### config.mk
export PLATFORM = sky130hd
export DESIGN_NAME = simon_output_collector
export DESIGN_NICKNAME = d
export VERILOG_FILES = /design/src/rtl/simon_output_collector.sv
export SDC_FILE = /design/constraint.sdc
export NUM_CORES = 1
export LEC_CHECK = 0
export ABC_AREA = 1
export ABC_CLOCK_PERIOD_IN_PS = 2200
export CORE_MARGIN = 3
export CORE_UTILIZATION = 50
export CTS_CLUSTER_DIAMETER = 100
export DETAILED_ROUTE_END_ITERATION = 7
export HOLD_SLACK_MARGIN = 0.12
export MAX_ROUTING_LAYER = met4
export PLACE_DENSITY = 0.69
export SYNTH_ARGS = -nofsm -noshare
export SYNTH_HDL_FRONTEND = slang
export SYNTH_SLANG_ARGS = --single-unit
### constraint.sdc
create_clock -name clk -period 2.2 [get_ports clk]
set_input_delay 0.22 -clock clk [delete_from_list [all_inputs] [get_ports clk]]
set_output_delay 0.22 -clock clk [all_outputs]
set_load 0.03 [all_outputs]
### src/rtl/simon_output_collector.sv
`default_nettype none
// ============================================================================
// Module   : simon_output_collector
// Purpose  : Packs serial SIMON ciphertext LSB-first into bytes and buffers
//            them in a first-word-fall-through FIFO with valid/ack output.
// Revision : 1.0 - initial release
// ============================================================================
module simon_output_collector #(
  parameter int BLOCK_BITS = 128,
  parameter int FIFO_DEPTH = 4
) (
  input  logic                          clk,
  input  logic                          reset,
  input  logic                          cipher_in,
  input  logic                          valid_in,
  output logic [7:0]                    byte_out,
  output logic                          byte_valid,
  input  logic                          byte_ack,
  output logic                          block_done,
  output logic                          frame_err,
  output logic                          overflow,
  input  logic                          clear_flags,
  output logic [$clog2(FIFO_DEPTH):0]   fill_level
);

  localparam int C_CNT_W = $clog2(BLOCK_BITS);
  localparam int C_PTR_W = $clog2(FIFO_DEPTH);
  localparam int C_LVL_W = C_PTR_W + 1;

  localparam logic [C_CNT_W-1:0] c_last_bit = C_CNT_W'(BLOCK_BITS - 1);
  localparam logic [C_CNT_W-1:0] c_cnt_one  = C_CNT_W'(1);
  localparam logic [C_PTR_W-1:0] c_ptr_one  = C_PTR_W'(1);
  localparam logic [C_LVL_W-1:0] c_lvl_one  = C_LVL_W'(1);
  localparam logic [C_LVL_W-1:0] c_lvl_full = C_LVL_W'(FIFO_DEPTH);

  localparam logic [1:0] S_IDLE    = 2'd0;
  localparam logic [1:0] S_COLLECT = 2'd1;
  localparam logic [1:0] S_DRAIN   = 2'd2;

  logic [1:0]         r_state;
  logic [C_CNT_W-1:0] r_blk_cnt;
  logic [2:0]         r_bit_idx;
  logic [7:0]         r_shift;
  logic               r_block_done;
  logic               r_frame_err;
  logic               r_overflow;

  logic [7:0]         r_mem [FIFO_DEPTH];
  logic [C_PTR_W-1:0] r_wr_ptr;
  logic [C_PTR_W-1:0] r_rd_ptr;
  logic [C_LVL_W-1:0] r_level;
  logic [7:0]         r_byte_out;
  logic               r_byte_valid;

  logic               w_sample;
  logic               w_last;
  logic               w_abort;
  logic               w_byte_done;
  logic [7:0]         w_byte;
  logic               w_pop;
  logic               w_full;
  logic               w_push;
  logic               w_drop;
  logic [C_PTR_W-1:0] w_rd_nxt;
  logic [C_LVL_W-1:0] w_lvl_nxt;
  logic [7:0]         w_head_nxt;

  assign w_sample    = valid_in && ((r_state == S_IDLE) || (r_state == S_COLLECT));
  assign w_last      = w_sample && (r_blk_cnt == c_last_bit);
  assign w_abort     = (r_state == S_COLLECT) && !valid_in;
  assign w_byte_done = w_sample && (r_bit_idx == 3'd7);
  assign w_byte      = {cipher_in, r_shift[6:0]};

  assign w_pop    = r_byte_valid && byte_ack;
  assign w_full   = (r_level == c_lvl_full);
  assign w_push   = w_byte_done && (!w_full || w_pop);
  assign w_drop   = w_byte_done && w_full && !w_pop;
  assign w_rd_nxt = w_pop ? (r_rd_ptr + c_ptr_one) : r_rd_ptr;

  always_comb begin
    w_lvl_nxt = r_level;
    case ({w_push, w_pop})
      2'b10:   w_lvl_nxt = r_level + c_lvl_one;
      2'b01:   w_lvl_nxt = r_level - c_lvl_one;
      default: w_lvl_nxt = r_level;
    endcase
  end

  // The new head bypasses the memory when the pushed byte is the only entry left.
  always_comb begin
    w_head_nxt = r_mem[w_rd_nxt];
    if (w_push && ((r_level == '0) || ((r_level == c_lvl_one) && w_pop))) begin
      w_head_nxt = w_byte;
    end
  end

  always_ff @(posedge clk or posedge reset) begin
    if (reset) begin
      r_state      <= S_IDLE;
      r_blk_cnt    <= '0;
      r_bit_idx    <= 3'd0;
      r_shift      <= 8'h00;
      r_block_done <= 1'b0;
    end else begin
      r_block_done <= w_last;
      case (r_state)
        S_IDLE:    if (valid_in) r_state <= S_COLLECT;
        S_COLLECT: begin
          if (!valid_in)   r_state <= S_IDLE;
          else if (w_last) r_state <= S_DRAIN;
        end
        S_DRAIN:   if (!valid_in) r_state <= S_IDLE;
        default:   r_state <= S_IDLE;
      endcase
      // Any cycle without a sample either aborts a block or sits outside one.
      if (w_sample) begin
        r_shift[r_bit_idx] <= cipher_in;
        r_bit_idx          <= r_bit_idx + 3'd1;
        r_blk_cnt          <= w_last ? '0 : (r_blk_cnt + c_cnt_one);
      end else begin
        r_bit_idx <= 3'd0;
        r_blk_cnt <= '0;
      end
    end
  end

  always_ff @(posedge clk) begin
    if (w_push) r_mem[r_wr_ptr] <= w_byte;
  end

  always_ff @(posedge clk or posedge reset) begin
    if (reset) begin
      r_wr_ptr     <= '0;
      r_rd_ptr     <= '0;
      r_level      <= '0;
      r_byte_out   <= 8'h00;
      r_byte_valid <= 1'b0;
      r_frame_err  <= 1'b0;
      r_overflow   <= 1'b0;
    end else begin
      if (w_push) r_wr_ptr <= r_wr_ptr + c_ptr_one;
      r_rd_ptr     <= w_rd_nxt;
      r_level      <= w_lvl_nxt;
      r_byte_out   <= w_head_nxt;
      r_byte_valid <= (w_lvl_nxt != '0);
      if (w_abort)          r_frame_err <= 1'b1;
      else if (clear_flags) r_frame_err <= 1'b0;
      if (w_drop)           r_overflow  <= 1'b1;
      else if (clear_flags) r_overflow  <= 1'b0;
    end
  end

  assign byte_out   = r_byte_out;
  assign byte_valid = r_byte_valid;
  assign block_done = r_block_done;
  assign frame_err  = r_frame_err;
  assign overflow   = r_overflow;
  assign fill_level = r_level;

endmodule
`default_nettype wire

==> flow_summary.yaml <==
setup_path:
  crit_path_end_kind: "flip-flop"
  path_class: "reg2reg"
  startpoint_type: "flip-flop"
  cp.required_ns: 2.25
  cp_max_fo: 8
  crit_arrival_ns: 1.83
worst_hold_path:
  hp-class: "in2async"
status:
  status: "finished clean"
floorplanning:
  die_y_um: 84.2
  initial_core_util_pct: 53.6
  die_area_mm2: 0.00709
  pin_count: 21
  die_x_um: 84.2
  rows: 27
  core_mm2: 0.00571
yosys:
  ys_seq_area_share_pct: 62.5
  netlist_area_mm2: 0.00306
  synth.distinct_cells: 29
  synth-seq-cells: 70
  synthCells: 303
  synth-edff-count: 32
  synthArstFlopShare_pct: 54.3
  synth_ff_type: "dfrtp_1"
  synth.net_count: 320
  ys_warn_count: 0
  syn_area_per_cell_um2: 10.1
grt:
  gr-total-overflow: 0
  grt_max_degree: 39
  grt_pass1_vias: 2035
  antenna_found_initial: 0
  grt_use_total_pct: 18.0
  grt_pass1_wl_mm: 9.51
clock_network:
  cts.htree.levels: 3
  cts_sinks: 70
  cts_buffers: 9
  cts_hold_buffers: 0
  clock_latency_ns: 0.35
  clk_path_buf_depth: 2
  path_clk_slew_ns: 0.08
  cts_tree: "built"
  cts_root_buf: "clkbuf_8"
  cts_setup_buffers: 0
  cts_resized: 0
sta:
  max_freq_mhz: 560
  slew_headroom_pct: 68.1
  drv_slew: 0
  min_period_ns: 1.78
  finalCritPeriodShare_pct: 81.1
  rsz0062_at_grt: "no"
  setup_viol: 0
  hold_viol: 0
  worst_slack_ns: 0.415
  finalClockSkew_ns: 0.0101
  timing_worst_slew_pin_value_ns: 0.479
  fin_tns_setup_ns: 0
route:
  via_per_inst: 5.00
  routed_wl_mm: 5.51
  wl_per_cell_um: 13.3
  ant_nets: 0
  drc: 0
  drtIter0Drc: 96
  first_pass_iters: 4
  vias: 2071
placement:
  io_buffers: 20
  dp_hpwl_mm: 3.89
  placed_area_mm2: 0.00337
  place_ws_ns: 0.349
  gp_congestion: 0.871
finish:
  stdcell_area_mm2: 0.00354
  final_common_cell: "nand2_1"
  final_layout_size_suffix_gt1_share_pct: 10.8
  diodes: 0
  fin_nets: 354
  final_core_util_pct: 62.0
  layout_common_cells: "109 x nand2_1, 38 x dfrtp_1, 32 x edfxtp_1"
  synthToLayoutAreaGrowth_pct: 15.8
power_and_ir_drop:
  ir_worst_vdd_v: 0.000651
  p_total_mw: 4.06
  p_leak_nw: 1.64
  powerDensity_mw_per_mm2: 1150
run:
  cap_violations: 0
[routing by layer]
| layer | share of wire (%) | vias up | track usage, % |
|---|---|---|---|
| li1 | - | 1040 | - |
| met1 | 44 | 972 | 20.8 |
| met2 | 49 | 51 | 29.6 |
| met3 | 5.0 | 8 | 6.28 |
| met4 | 1.3 | 0 | 5.26 |
| met5 | 0 | - | - |
[state kept, by name, summed over array words and instances, names as in the netlist]
register and flops:
byte_valid 1, fill_level 3, r_shift 7, r_mem 32, r_bit_idx 3, byte_out 8
r_state 2, r_blk_cnt 7, r_rd_ptr 2, overflow 1, r_wr_ptr 2, frame_err 1
block_done 1
[cells by family after synthesis]
group / Yosys count / share of synthesized area [%]
AO/OA/AOI/OAI: 21 / 3.97
XOR/XNOR: 6 / 1.96
adder cells (fa/ha/maj): 11 / 4.50
buffers and inverters: 36 / 4.87
flip-flops: 70 / 62.5
AND/OR/NAND/NOR: 159 / 22.2
[worst paths after layout]
path / start / endpoint / slack (ns) / depth (start not counted)
setup / recovery: r_bit_idx[0]$_DFF_PP0_ / r_mem[3][6]$_DFFE_PP_ / 0.42 / 7
hold / removal: reset / fill_level[0]$_DFF_PP0_ / 0.27 / 3
setup reg to reg: r_bit_idx[0]$_DFF_PP0_ / r_mem[3][6]$_DFFE_PP_ / 0.42 / 7
hold reg to reg: r_blk_cnt[0]$_DFF_PP0_ / r_blk_cnt[0]$_DFF_PP0_ / 0.47 / 1
max in group asynchronous: reset / byte_out[6]$_DFF_PP0_ / 1.58 / 3
min in group clk: clear_flags / frame_err$_DFFE_PP0P_ / 0.47 / 2
[cell type report]
| cell class | instances | area (um2) |
|---|---|---|
| Inverter | 34 | 130 |
| Timing Repair Buffer | 25 | 238 |
| Multi-Input combinational cell | 197 | 997 |
| Clock buffer | 10 | 138 |
| Clock inverter | 6 | 36.3 |
| Sequential cell | 70 | 1910 |
| Fill cell | 492 | 2170 |
| Tap cell | 72 | 90.1 |
[where the power goes]
group	switching [mW]	internal, mW	leakage [nW]
combinational	0.878	0.494	0.795
sequential	0.184	1.60	0.760
clock	0.468	0.433	0.0884
total	1.53	2.53	1.64
[worst max-delay path, stage by stage (launching register included)]
cell and delay [ns]:
dfrtp_1 0.45, ha_1 0.18, ha_1 0.19, inv_1 0.08, nor2_4 0.16, o21ai_2 0.13, nor2_1 0.11, buf_4 0.19
[through the flow]
stage	hold WS [ns]	cells
floorplan	0.319	303
global placement	0.452	398
detailed placement	0.457	398
CTS	0.297	414
global route	0.328	414
finish	0.274	414
[Yosys cell counts (3+ instances only)]
cell type	number	area share, %
edfxtp_1	32	31
inv_2	4	0.49
ha_1	11	4.5
nand2_1	109	13
nand3_1	11	1.8
inv_1	29	3.6
xor2_1	4	1.1
dfrtp_1	38	31
nor2_1	25	3.1
o21ai_0	6	0.98
nand2_2	3	0.61
a21oi_1	9	1.5
Note: power is estimated with default switching activity, not from simulation.
==> edit, RTL diff (same settings) <==
Change the parameter `FIFO_DEPTH` from 4 to 2.
--- a/src/rtl/simon_output_collector.sv
+++ b/src/rtl/simon_output_collector.sv
@@ -7,7 +7,7 @@
 // ============================================================================
 module simon_output_collector #(
   parameter int BLOCK_BITS = 128,
-  parameter int FIFO_DEPTH = 4
+  parameter int FIFO_DEPTH = 2
 ) (
   input  logic                          clk,
   input  logic                          reset,
Ports: changed (resized fill_level); port bits go from 21 to 20. No check against the original RTL was run, so the function may have changed too.
==> edit against the unedited design <==
- critical path depth did not move
- clock skew down 0.0033 ns
- area after synthesis fell by 29%
- cell area fell by 28%
- setup slack improved by 0.12 ns
- sequential cell count decreased by 19
- total power down 34%
- largest power group unchanged
- wire length is 37% lower
==> edit: results (changes against the unedited design) <==
stage;metric;value;unit;change
clock_network;Resized Gates After CTS;0;;unchanged
layout;share of layout cells above drive strength 1;13.3;%;was 10.8%
power_and_ir_drop;Switching Power;0.885;mW;was 1.53 mW
setup_path;maximum net fanout on the critical path;9;;was 8
yosys;register area share after synthesis;62.5;%;about the same
yosys;top post-synthesis cells by count;41 x nand2_1, 35 x dfrtp_1, 31 x inv_1;;was 109 x nand2_1, 38 x dfrtp_1, 32 x edfxtp_1
power_and_ir_drop;Max VDD drop;0.662;mV;was 0.651 mV
power_and_ir_drop;Static Leak;1.17;nW;was 1.64 nW
layout;FILL cells;348;;was 492
routing;drt first-iter violations;51;;was 96
yosys;FFs w/ async S/R, synth;68.6;%;was 54.3%
run_status;status;completed;;unchanged
clock_network;setup repair bufs after CTS;0;;unchanged
grt;largest net degree at the start of global routing;36;;was 39
layout;# nets final;252;;was 354
timing;Slew headroom;69.8;%;was 68.1%
placed_design;gpl congestion;0.773;;was 0.871
layout;fin area;2550;sq um;was 3540 sq um
placed_design;detailed placement HPWL;2470;microns;was 3890 microns
yosys;largest cells by area after synthesis;dfrtp_1 40%, edfxtp_1 22%, nand2_1 7.1%, inv_1 5.4%, nand3_1 3.9%;;was edfxtp_1 31%, dfrtp_1 31%, nand2_1 13%, ha_1 4.5%, inv_1 3.6%
grt;Total Routing Usage GR;16.5;%;was 18.0%
placed_design;Placed Area;2430;sq um;was 3370 sq um
routing;DR pass1 iterations;4;;unchanged
grt;first-pass GRT wire length;6350;microns;was 9510 microns
clock_network;number of buffers created by CTS;5;;was 9
layout;Largest register FFs;16;;was 32
yosys;ys flop type;dfrtp_1;;unchanged
yosys;Net Count, Synth;224;;was 320
clock_network;Skew-Pair Late Insertion Delay;0.30;ns;was 0.35 ns
grt;vias in the first global route;1440;;was 2035
clock_network;# H-tree levels;2;;was 3
yosys;Post-synth EDFFs;16;;was 32
yosys;Yosys cell types;27;;was 29
routing;vias per cell;4.97;;was 5.00
routing;drt total wl;3450;microns;was 5510 microns
timing;clk_skew;0.00674;ns;was 0.0101 ns
placed_design;Port Buffers;19;;was 20
==> edit: cell count changes after synthesis, sizes merged, moves of 2 or more <==
cell,before,now
xor2,5,1
edfxtp,32,16
nand2,113,46
a21oi,9,5
nor2,28,22
dfrtp,38,35
ha,11,6
nand3,13,17
inv,34,36
or2,0,8
==> edit: metal layers <==
layer / vias up / share of wire [%] / global-route usage, %
met4: 0 / 1.8 / 6.26
met2: 27 / 47 / 25.7
met3: 7 / 4.3 / 4.63
met5: - / 0 / -
li1: 738 / - / -
met1: 673 / 47 / 20.5
==> edit: final timing paths <==
kind | from | endpoint | slack [ns] | depth (start not counted)
max | r_bit_idx[0] | r_mem[1][4] | 0.54 | 7
min | reset | frame_err | 0.32 | 3
max reg2reg | r_bit_idx[0] | r_mem[1][4] | 0.54 | 7
min reg2reg | r_blk_cnt[0] | r_blk_cnt[0] | 0.47 | 1
max in group asynchronous | reset | block_done | 1.56 | 3
min in group clk | r_blk_cnt[0] | r_blk_cnt[0] | 0.47 | 1
==> edit: cell families after synthesis <==
kind of cell / Yosys count / share of synthesized area [%]
and+or+nand+nor: 97 / 21.2
DFF: 51 / 62.5
buffers and inverters: 37 / 6.86
AOI/OAI and AO/OA: 19 / 5.13
adders and majority gates: 6 / 3.46
xor gates and xnor gates: 2 / 0.808
==> edit: area by class of cell <==
class / count / area share, %
sequential: 51 / 53.2
multi-input combinational: 124 / 26.1
inverter: 36 / 5.40
tap: 50 / 2.45
clock buffer: 5 / 2.70
clock inverter: 3 / 1.82
timing repair buffer: 22 / 8.35
==> edit: stage by stage <==
step,hold slack [ns],std cells,setup slack [ns]
after floorplan,0.319,212,0.381
after global placement,0.457,283,0.545
after detailed placement,0.456,283,0.513
after CTS,0.325,291,0.528
after global routing,0.364,291,0.403
final,0.321,291,0.538
==> edit: power groups by stage <==
stage	Sequential, mW	Combinational [mW]	Clock [mW]
after floorplan	1.43	0.369	0
after global placement	1.26	0.782	0
after detailed placement	1.27	0.799	0
after CTS	1.25	0.796	0.681
after global routing	1.27	0.885	0.716
final	1.25	0.787	0.652
==> edit: tightest hold or removal path, stage by stage <==
cell             delay (ns)
clkdlybuf4s50_1        0.40
inv_1                  0.05
buf_4                  0.39
